File: src/rtl/decode_queue.sv
// decode_queue: DEPTH-entry instruction FIFO feeding an RV base decoder whose
// result is held in a registered valid/ready output slot.
//
// Ports
//   clk, resetn        clock, asynchronous active-low reset
//   flush              synchronous discard of FIFO contents and output slot
//   in_valid/in_ready  fetch handshake; in_ready = room in the FIFO
//   in_instr, in_pc    raw instruction and its PC
//   out_valid/ready    execute handshake for the decoded slot
//   out_pc, out_rs1/rs2/rd, out_imm          operand fields
//   out_op, out_alufunc, out_branch, out_wbsel, out_memrw, out_memsize,
//   out_regwrite, out_sela, out_selb, out_pcsrc, out_pctarget,
//   out_wordop, out_illegal                  decoded control fields
module decode_queue #(
   parameter int XLEN     = 64,
   parameter int DEPTH    = 4,
   parameter bit ENABLE_W = 1'b1
) (
   input  logic            clk,
   input  logic            resetn,
   input  logic            flush,
   input  logic            in_valid,
   output logic            in_ready,
   input  logic [31:0]     in_instr,
   input  logic [XLEN-1:0] in_pc,
   output logic            out_valid,
   input  logic            out_ready,
   output logic [XLEN-1:0] out_pc,
   output logic [4:0]      out_rs1,
   output logic [4:0]      out_rs2,
   output logic [4:0]      out_rd,
   output logic [XLEN-1:0] out_imm,
   output logic [2:0]      out_op,
   output logic [3:0]      out_alufunc,
   output logic [2:0]      out_branch,
   output logic [1:0]      out_wbsel,
   output logic [1:0]      out_memrw,
   output logic [2:0]      out_memsize,
   output logic            out_regwrite,
   output logic            out_sela,
   output logic            out_selb,
   output logic            out_pcsrc,
   output logic            out_pctarget,
   output logic            out_wordop,
   output logic            out_illegal
);

   localparam int AW = $clog2(DEPTH);
   localparam logic [AW:0] DEPTH_C = (AW+1)'(DEPTH);
   // Word ops only exist on RV64.
   localparam bit W_EN = ENABLE_W && (XLEN == 64);

   localparam logic [6:0] OPC_OP_IMM = 7'b0010011, OPC_OP     = 7'b0110011,
                          OPC_OP_IMMW = 7'b0011011, OPC_OPW   = 7'b0111011,
                          OPC_JAL    = 7'b1101111, OPC_JALR   = 7'b1100111,
                          OPC_BRANCH = 7'b1100011, OPC_AUIPC  = 7'b0010111,
                          OPC_LUI    = 7'b0110111, OPC_LOAD   = 7'b0000011,
                          OPC_STORE  = 7'b0100011;

   localparam logic [2:0] OP_I = 3'd1, OP_R = 3'd2, OP_S = 3'd3,
                          OP_B = 3'd4, OP_U = 3'd5, OP_J = 3'd6;

   localparam logic [3:0] A_ADD = 4'd0, A_SUB = 4'd1, A_AND = 4'd2, A_OR   = 4'd3,
                          A_XOR = 4'd4, A_SLL = 4'd5, A_SRL = 4'd6, A_SRA  = 4'd7,
                          A_SLT = 4'd8, A_SLTU = 4'd9;

   typedef struct packed {
      logic [XLEN-1:0] imm;
      logic [2:0]      op;
      logic [3:0]      alufunc;
      logic [2:0]      branch;
      logic [1:0]      wbsel;
      logic [1:0]      memrw;
      logic [2:0]      memsize;
      logic            regwrite;
      logic            sela;
      logic            selb;
      logic            pcsrc;
      logic            pctarget;
      logic            wordop;
      logic            illegal;
   } dec_t;

   function automatic logic [3:0] alu_of_f3(input logic [2:0] f3);
      case (f3)
         3'b000:  return A_ADD;
         3'b001:  return A_SLL;
         3'b010:  return A_SLT;
         3'b011:  return A_SLTU;
         3'b100:  return A_XOR;
         3'b101:  return A_SRL;
         3'b110:  return A_OR;
         default: return A_AND;
      endcase
   endfunction

   logic [31:0]     instr_mem [DEPTH];
   logic [XLEN-1:0] pc_mem    [DEPTH];
   logic [AW-1:0]   wr_ptr, rd_ptr;
   logic [AW:0]     count;
   logic            push, load;

   assign in_ready = resetn && (count < DEPTH_C);
   assign push     = in_valid && in_ready && !flush;
   assign load     = (count != '0) && (!out_valid || out_ready) && !flush;

   // ---- stage 0: FIFO storage (data only, no reset) ----
   always_ff @(posedge clk) begin
      if (push) begin
         instr_mem[wr_ptr] <= in_instr;
         pc_mem[wr_ptr]    <= in_pc;
      end
   end

   logic [31:0]     head_instr;
   logic [XLEN-1:0] head_pc;
   logic [6:0]      opc, f7;
   logic [2:0]      f3;

   assign head_instr = instr_mem[rd_ptr];
   assign head_pc    = pc_mem[rd_ptr];
   assign opc        = head_instr[6:0];
   assign f3         = head_instr[14:12];
   assign f7         = head_instr[31:25];

   logic signed [31:0] imm_i32, imm_s32, imm_b32, imm_u32, imm_j32;
   logic [XLEN-1:0]    imm_i, imm_s, imm_b, imm_u, imm_j, shamt, shamt_w;
   logic               shl_ok, shr_ok, r_f7_ok;

   assign imm_i32 = {{20{head_instr[31]}}, head_instr[31:20]};
   assign imm_s32 = {{20{head_instr[31]}}, head_instr[31:25], head_instr[11:7]};
   assign imm_b32 = {{19{head_instr[31]}}, head_instr[31], head_instr[7],
                     head_instr[30:25], head_instr[11:8], 1'b0};
   assign imm_u32 = {head_instr[31:12], 12'h000};
   assign imm_j32 = {{11{head_instr[31]}}, head_instr[31], head_instr[19:12],
                     head_instr[20], head_instr[30:21], 1'b0};
   assign imm_i   = XLEN'(imm_i32);
   assign imm_s   = XLEN'(imm_s32);
   assign imm_b   = XLEN'(imm_b32);
   assign imm_u   = XLEN'(imm_u32);
   assign imm_j   = XLEN'(imm_j32);

   // RV64 shift immediates use a 6-bit shamt, which eats funct7[0].
   assign shamt   = (XLEN == 64) ? XLEN'(head_instr[25:20]) : XLEN'(head_instr[24:20]);
   assign shamt_w = XLEN'(head_instr[24:20]);
   assign shl_ok  = (XLEN == 64) ? (head_instr[31:26] == 6'b000000) : (f7 == 7'b0000000);
   assign shr_ok  = (XLEN == 64) ? (head_instr[31:26] == 6'b000000 || head_instr[31:26] == 6'b010000)
                                 : (f7 == 7'b0000000 || f7 == 7'b0100000);
   // funct7 0100000 is only meaningful for ADD->SUB and SRL->SRA.
   assign r_f7_ok = (f7 == 7'b0000000) ||
                    (f7 == 7'b0100000 && (f3 == 3'b000 || f3 == 3'b101));

   dec_t dec;
   logic dec_ill;

   always_comb begin
      dec     = '0;
      dec_ill = 1'b0;
      case (opc)
         OPC_OP_IMM: begin
            dec.op       = OP_I;
            dec.selb     = 1'b1;
            dec.regwrite = 1'b1;
            dec.imm      = imm_i;
            dec.alufunc  = alu_of_f3(f3);
            if (f3 == 3'b001) begin
               dec.imm = shamt;
               dec_ill = !shl_ok;
            end else if (f3 == 3'b101) begin
               dec.imm = shamt;
               dec_ill = !shr_ok;
               if (head_instr[30]) dec.alufunc = A_SRA;
            end
         end
         OPC_OP: begin
            dec.op       = OP_R;
            dec.regwrite = 1'b1;
            dec.alufunc  = alu_of_f3(f3);
            dec_ill      = !r_f7_ok;
            if (f7[5]) dec.alufunc = (f3 == 3'b000) ? A_SUB : A_SRA;
         end
         OPC_OP_IMMW: begin
            dec.op       = OP_I;
            dec.selb     = 1'b1;
            dec.regwrite = 1'b1;
            dec.wordop   = 1'b1;
            dec.imm      = imm_i;
            dec_ill      = !W_EN;
            case (f3)
               3'b000: dec.alufunc = A_ADD;
               3'b001: begin
                  dec.alufunc = A_SLL;
                  dec.imm     = shamt_w;
                  if (f7 != 7'b0000000) dec_ill = 1'b1;
               end
               3'b101: begin
                  dec.alufunc = head_instr[30] ? A_SRA : A_SRL;
                  dec.imm     = shamt_w;
                  if (f7 != 7'b0000000 && f7 != 7'b0100000) dec_ill = 1'b1;
               end
               default: dec_ill = 1'b1;
            endcase
         end
         OPC_OPW: begin
            dec.op       = OP_R;
            dec.regwrite = 1'b1;
            dec.wordop   = 1'b1;
            dec.alufunc  = alu_of_f3(f3);
            if (f7[5]) dec.alufunc = (f3 == 3'b000) ? A_SUB : A_SRA;
            dec_ill = !W_EN || !r_f7_ok ||
                      !(f3 == 3'b000 || f3 == 3'b001 || f3 == 3'b101);
         end
         OPC_JAL: begin
            dec.op       = OP_J;
            dec.pcsrc    = 1'b1;
            dec.regwrite = 1'b1;
            dec.wbsel    = 2'd2;
            dec.imm      = imm_j;
         end
         OPC_JALR: begin
            dec.op       = OP_I;
            dec.pctarget = 1'b1;
            dec.pcsrc    = 1'b1;
            dec.regwrite = 1'b1;
            dec.wbsel    = 2'd2;
            dec.selb     = 1'b1;
            dec.imm      = imm_i;
            dec_ill      = (f3 != 3'b000);
         end
         OPC_BRANCH: begin
            dec.op      = OP_B;
            dec.alufunc = A_SUB;
            dec.imm     = imm_b;
            case (f3)
               3'b000:  dec.branch = 3'd1;
               3'b001:  dec.branch = 3'd2;
               3'b100:  dec.branch = 3'd3;
               3'b101:  dec.branch = 3'd4;
               3'b110:  dec.branch = 3'd5;
               3'b111:  dec.branch = 3'd6;
               default: dec_ill    = 1'b1;
            endcase
         end
         OPC_AUIPC: begin
            dec.op       = OP_U;
            dec.alufunc  = A_ADD;
            dec.sela     = 1'b1;
            dec.selb     = 1'b1;
            dec.regwrite = 1'b1;
            dec.imm      = imm_u;
         end
         OPC_LUI: begin
            dec.op       = OP_U;
            dec.wbsel    = 2'd3;
            dec.regwrite = 1'b1;
            dec.imm      = imm_u;
         end
         OPC_LOAD: begin
            dec.op       = OP_I;
            dec.alufunc  = A_ADD;
            dec.selb     = 1'b1;
            dec.regwrite = 1'b1;
            dec.wbsel    = 2'd1;
            dec.memrw    = 2'b01;
            dec.memsize  = f3;
            dec.imm      = imm_i;
            // LD/LWU exist only on RV64; funct3 111 never.
            dec_ill = (f3 == 3'b111) || ((XLEN != 64) && (f3 == 3'b011 || f3 == 3'b110));
         end
         OPC_STORE: begin
            dec.op      = OP_S;
            dec.alufunc = A_ADD;
            dec.selb    = 1'b1;
            dec.memrw   = 2'b10;
            dec.memsize = f3;
            dec.imm     = imm_s;
            dec_ill     = f3[2] || ((XLEN != 64) && (f3 == 3'b011));
         end
         default: dec_ill = 1'b1;
      endcase
      // Illegal instructions travel in order but must not cause side effects.
      if (dec_ill) dec = '0;
      dec.illegal = dec_ill;
   end

   dec_t slot;

   // ---- stage 1: pointers, occupancy and registered output slot ----
   always_ff @(posedge clk or negedge resetn) begin
      if (!resetn) begin
         wr_ptr    <= '0;
         rd_ptr    <= '0;
         count     <= '0;
         out_valid <= 1'b0;
         slot      <= '0;
         out_pc    <= '0;
         out_rs1   <= '0;
         out_rs2   <= '0;
         out_rd    <= '0;
      end else if (flush) begin
         wr_ptr    <= '0;
         rd_ptr    <= '0;
         count     <= '0;
         out_valid <= 1'b0;
      end else begin
         if (push) wr_ptr <= wr_ptr + 1'b1;
         if (load) rd_ptr <= rd_ptr + 1'b1;
         case ({push, load})
            2'b10:   count <= count + 1'b1;
            2'b01:   count <= count - 1'b1;
            default: count <= count;
         endcase
         if (load) begin
            out_valid <= 1'b1;
            slot      <= dec;
            out_pc    <= head_pc;
            out_rs1   <= head_instr[19:15];
            out_rs2   <= head_instr[24:20];
            out_rd    <= head_instr[11:7];
         end else if (out_ready) begin
            out_valid <= 1'b0;
         end
      end
   end

   assign out_imm      = slot.imm;
   assign out_op       = slot.op;
   assign out_alufunc  = slot.alufunc;
   assign out_branch   = slot.branch;
   assign out_wbsel    = slot.wbsel;
   assign out_memrw    = slot.memrw;
   assign out_memsize  = slot.memsize;
   assign out_regwrite = slot.regwrite;
   assign out_sela     = slot.sela;
   assign out_selb     = slot.selb;
   assign out_pcsrc    = slot.pcsrc;
   assign out_pctarget = slot.pctarget;
   assign out_wordop   = slot.wordop;
   assign out_illegal  = slot.illegal;

endmodule

File: config.mk
export PLATFORM = sky130hd
export DESIGN_NAME = decode_queue
export DESIGN_NICKNAME = d
export VERILOG_FILES = /design/src/rtl/decode_queue.sv
export SDC_FILE = /design/constraint.sdc
export NUM_CORES = 1
export LEC_CHECK = 0
export CAP_MARGIN = 10
export CORE_MARGIN = 1.5
export CORE_UTILIZATION = 35
export CTS_CLUSTER_DIAMETER = 40
export DETAILED_ROUTE_END_ITERATION = 7
export HOLD_SLACK_MARGIN = 0.1
export PLACE_DENSITY = 0.62
export SLEW_MARGIN = 20
export SYNTH_ARGS = -nofsm -noshare
export SYNTH_HDL_FRONTEND = slang
export SYNTH_SLANG_ARGS = --single-unit
File: constraint.sdc
create_clock -name clk -period 6.5 [get_ports clk]
set_input_delay 1.625 -clock clk [delete_from_list [all_inputs] [get_ports clk]]
set_output_delay 1.625 -clock clk [all_outputs]
set_load 0.1 [all_outputs]
==> impl_results.md <==
- Status: complete, no violations
- Routed WL: 49,400 um
- Cells after synthesis: 1,276
- Buf/Inv on CP: 2
- DIE WIDTH: 246 um
- WP data arrival: 3.36 ns
- IO Count: 270
- Root Buffer: clkbuf_16
- Area grow syn2layout: 29.7%
- Hold Crit Class: reg -> reg
- Worst Setup End Kind: output port
- Post-CTS Repair Setup Buffers: 0
- Synth Flop Type: edfxtp_1
- Routed len/inst: 20.8 um
- Iteration-0 DRC Markers: 784
- Leading cell type in the layout, fill and taps excluded: edfxtp_1
- Clk sinks: 527
- Top Family by Delay on Critical Path: buffers and inverters
- Synth Area in XOR/XNOR: 0.00255
- DRC viols: 0
- Initial antenna violation count: 6
- Final net count: 1,645
- Actual slew at the worst max-slew pin: 1.13 ns
- Synthesized cell area: 20,600 um^2
- Async S/R FF share, synth: 0.271
- Crit Path Max Fanout: 28
- LEAKAGE: 9.53 nW
- FF+latch count, synth: 527
- Final hold slack: 0.471 ns
- Vias per cell: 4.99
- Synthesis Warnings: 0
- Type of origin of the critical path: primary input
- CTS resizes: 0
- First-pass GRT wire length: 75,700 um
- Share of layout cells above drive strength 1: 0.181
- Worst EP required: 4.88 ns
- TNS Setup: 0 ns
- Worst Hold Depth: 2
- Detail Route Antenna Nets: 0
- Crit-path slowest cell: clkdlybuf4s50_1
- Synth Area in Compound Gates: 0.0446
- Critical path, cell by cell: buf_6, nor2b_1, clkdlybuf4s50_1
- R2R setup slack: 2.04 ns
- Antenna cells: 0
- Fin cells: 2,371
- EDFF count, synth: 384
- Post-synthesis mux area share: 0.106
- Global route overflow: 0
- R2r startpoint: rd_ptr[1]
- FILL cells: 5,092
- Slew Limit Fails: 0
- Worst Hold End: out_rs2[0]
- Post-synthesis cell type with the largest combined area: edfxtp_1
- Minimum clock period: 4.99 ns
- First drt pass iteration count: 6
- Rel. slew slack: 0.247
- Register-to-Register Path Depth: 7
- CP peak stage delay: 1.19 ns
- Final setup violation count: 0
- # port buffers: 269
- CTS Buf Count: 80
- Core area: 57,900 um^2
- Main combinational cell family by area after synthesis: multiplexers
- Initial Util: 0.356
- CTS hold repair buffers: 0
- Clock Skew: 0.0215 ns
- PwrDens: 478 nW/um^2
- Max Fclk: 201 MHz
- Vias in the first global route: 12,400
- Clock Latency Late Sink: 0.61 ns
- Most frequent cells in the layout: edfxtp_1, nand2_1, clkdlybuf4s50_1
- HPWL Detailed: 29,300 um
- RSZ-0062 raised after global routing: false
- Die Area: 60,400 um^2
- Mapped Nets: 1,382
- Hold path start: out_rs2[0]
- Number of cells after detailed placement: 2,221
- Reg clk slew, reported paths: 0.06 ns
- Worst Setup Path Type: in -> out
- Pin count of the biggest net entering global routing: 91
- Ranking of synthesized cells by area: edfxtp_1, dfrtp_1, mux4_2
- H-tree depth: 3
- Maximum root-to-sink buffer count: 3
- Synth top area share: 0.559
- Placed cell areas: 23,900 um^2
- Vias: 11,800
- CTS tree: yes
- Final Cycle Share: 0.767
- Design area: 26,700 um^2
- Adder-Cell Fraction of Synth Area: 0.00340
- Height of the die: 246 um
- Maxcap violations: 0
- Final GP Congestion: 0.871
- GRT Util Overall: 0.167
- Rows: 88
- Reg2reg end: out_illegal
- Final hold violations: 0
- Syn_area_per_cell: 16.2 um^2
- Max rail drop VDD: 367 uV
- Simple-gate portion of the synthesized area: 0.0816
- Distinct cell type count after synthesis: 61
- Seq/Total Area, Yosys: 0.733
where the power goes:
part           switching, mW  total (mW)  internal (mW)
logic                   3.06        4.16           1.10
registers              0.275        4.23           3.96
clock network           1.65        4.37           2.72
total                   4.99        12.8           7.78
cells by family (layout without fill, tap and decap cells):
kind of cell,count (synthesis),count (layout)
xor+xnor,6,6
simple gates,401,401
compound gates,128,128
fa+ha+maj,5,5
buf+inv,110,440
mux,99,99
flops,527,527
synthesized netlist by cell type (4+ instances only):
master,number
o22ai_1,4
buf_2,14
mux4_2,95
nor3_1,8
a31oi_1,4
nor4_1,4
nor2_1,20
a22oi_1,5
clkbuf_1,39
a21oi_1,29
buf_6,5
o31ai_2,17
inv_1,5
o21ai_0,30
o31ai_1,17
nand2_1,319
buf_4,35
nor2b_1,5
ha_1,4
nand3_1,12
buf_1,11
dfrtp_1,143
edfxtp_1,384
nand2b_1,8
and2_1,4
or3_1,5
layer usage:
metal | track usage | vias to the layer above | part of all wire
li1 | - | 5316 | -
met1 | 0.209 | 6055 | 0.42
met2 | 0.281 | 354 | 0.50
met3 | 0.0435 | 83 | 0.062
met4 | 0.0540 | 12 | 0.019
met5 | 0 | - | 0.0018
worst register-to-register path, delay by kind of cell (launching register included):
kind	cells	cell delay [ns]
and+or+nand+nor	3	1.33
muxes	2	1.30
DFF	1	1.07
buffers and inverters	1	0.40
AOI/OAI and AO/OA	1	0.24
area by class of cell:
cell class / instances / area, um^2 / area share
Sequential cell: 527 / 15100 / 0.565
Clock inverter: 54 / 651 / 0.0243
Multi-Input combinational cell: 639 / 4950 / 0.185
Tap cell: 765 / 957 / 0.0358
Timing Repair Buffer: 285 / 2890 / 0.108
Inverter: 6 / 22.5 / 0.000842
Clock buffer: 95 / 2150 / 0.0805
state kept, by name (all words and copies together) (netlist names), 2 cells and up:
register	cells
out_op	3
out_rd	5
instr_mem	128
count	3
out_wbsel	2
out_pc	64
out_memsize	3
out_memrw	2
rd_ptr	2
out_alufunc	4
out_rs2	5
wr_ptr	2
pc_mem	256
out_imm	32
out_rs1	5
out_branch	3
metrics by stage:
step / utilization / setup slack [ns] / total power [mW]
after floorplan: - / 0.0786 / 7.36
after global placement: 0.412 / 1.51 / 8.44
after detailed placement: 0.413 / 1.52 / 8.48
after CTS: 0.461 / 1.50 / 12.9
after global routing: 0.462 / 1.43 / 13.3
final: 0.462 / 1.51 / 12.8
worst max-delay path by stage:
stage | from | end | slack [ns] | depth (start not counted)
floorplan | resetn | instr_mem[0][0] | 0.08 | 4
global placement | resetn | in_ready | 1.51 | 3
detailed placement | resetn | in_ready | 1.52 | 3
CTS | resetn | in_ready | 1.50 | 3
global route | resetn | in_ready | 1.43 | 3
finish | resetn | in_ready | 1.51 | 3
Power figures use the tool's default switching activity.
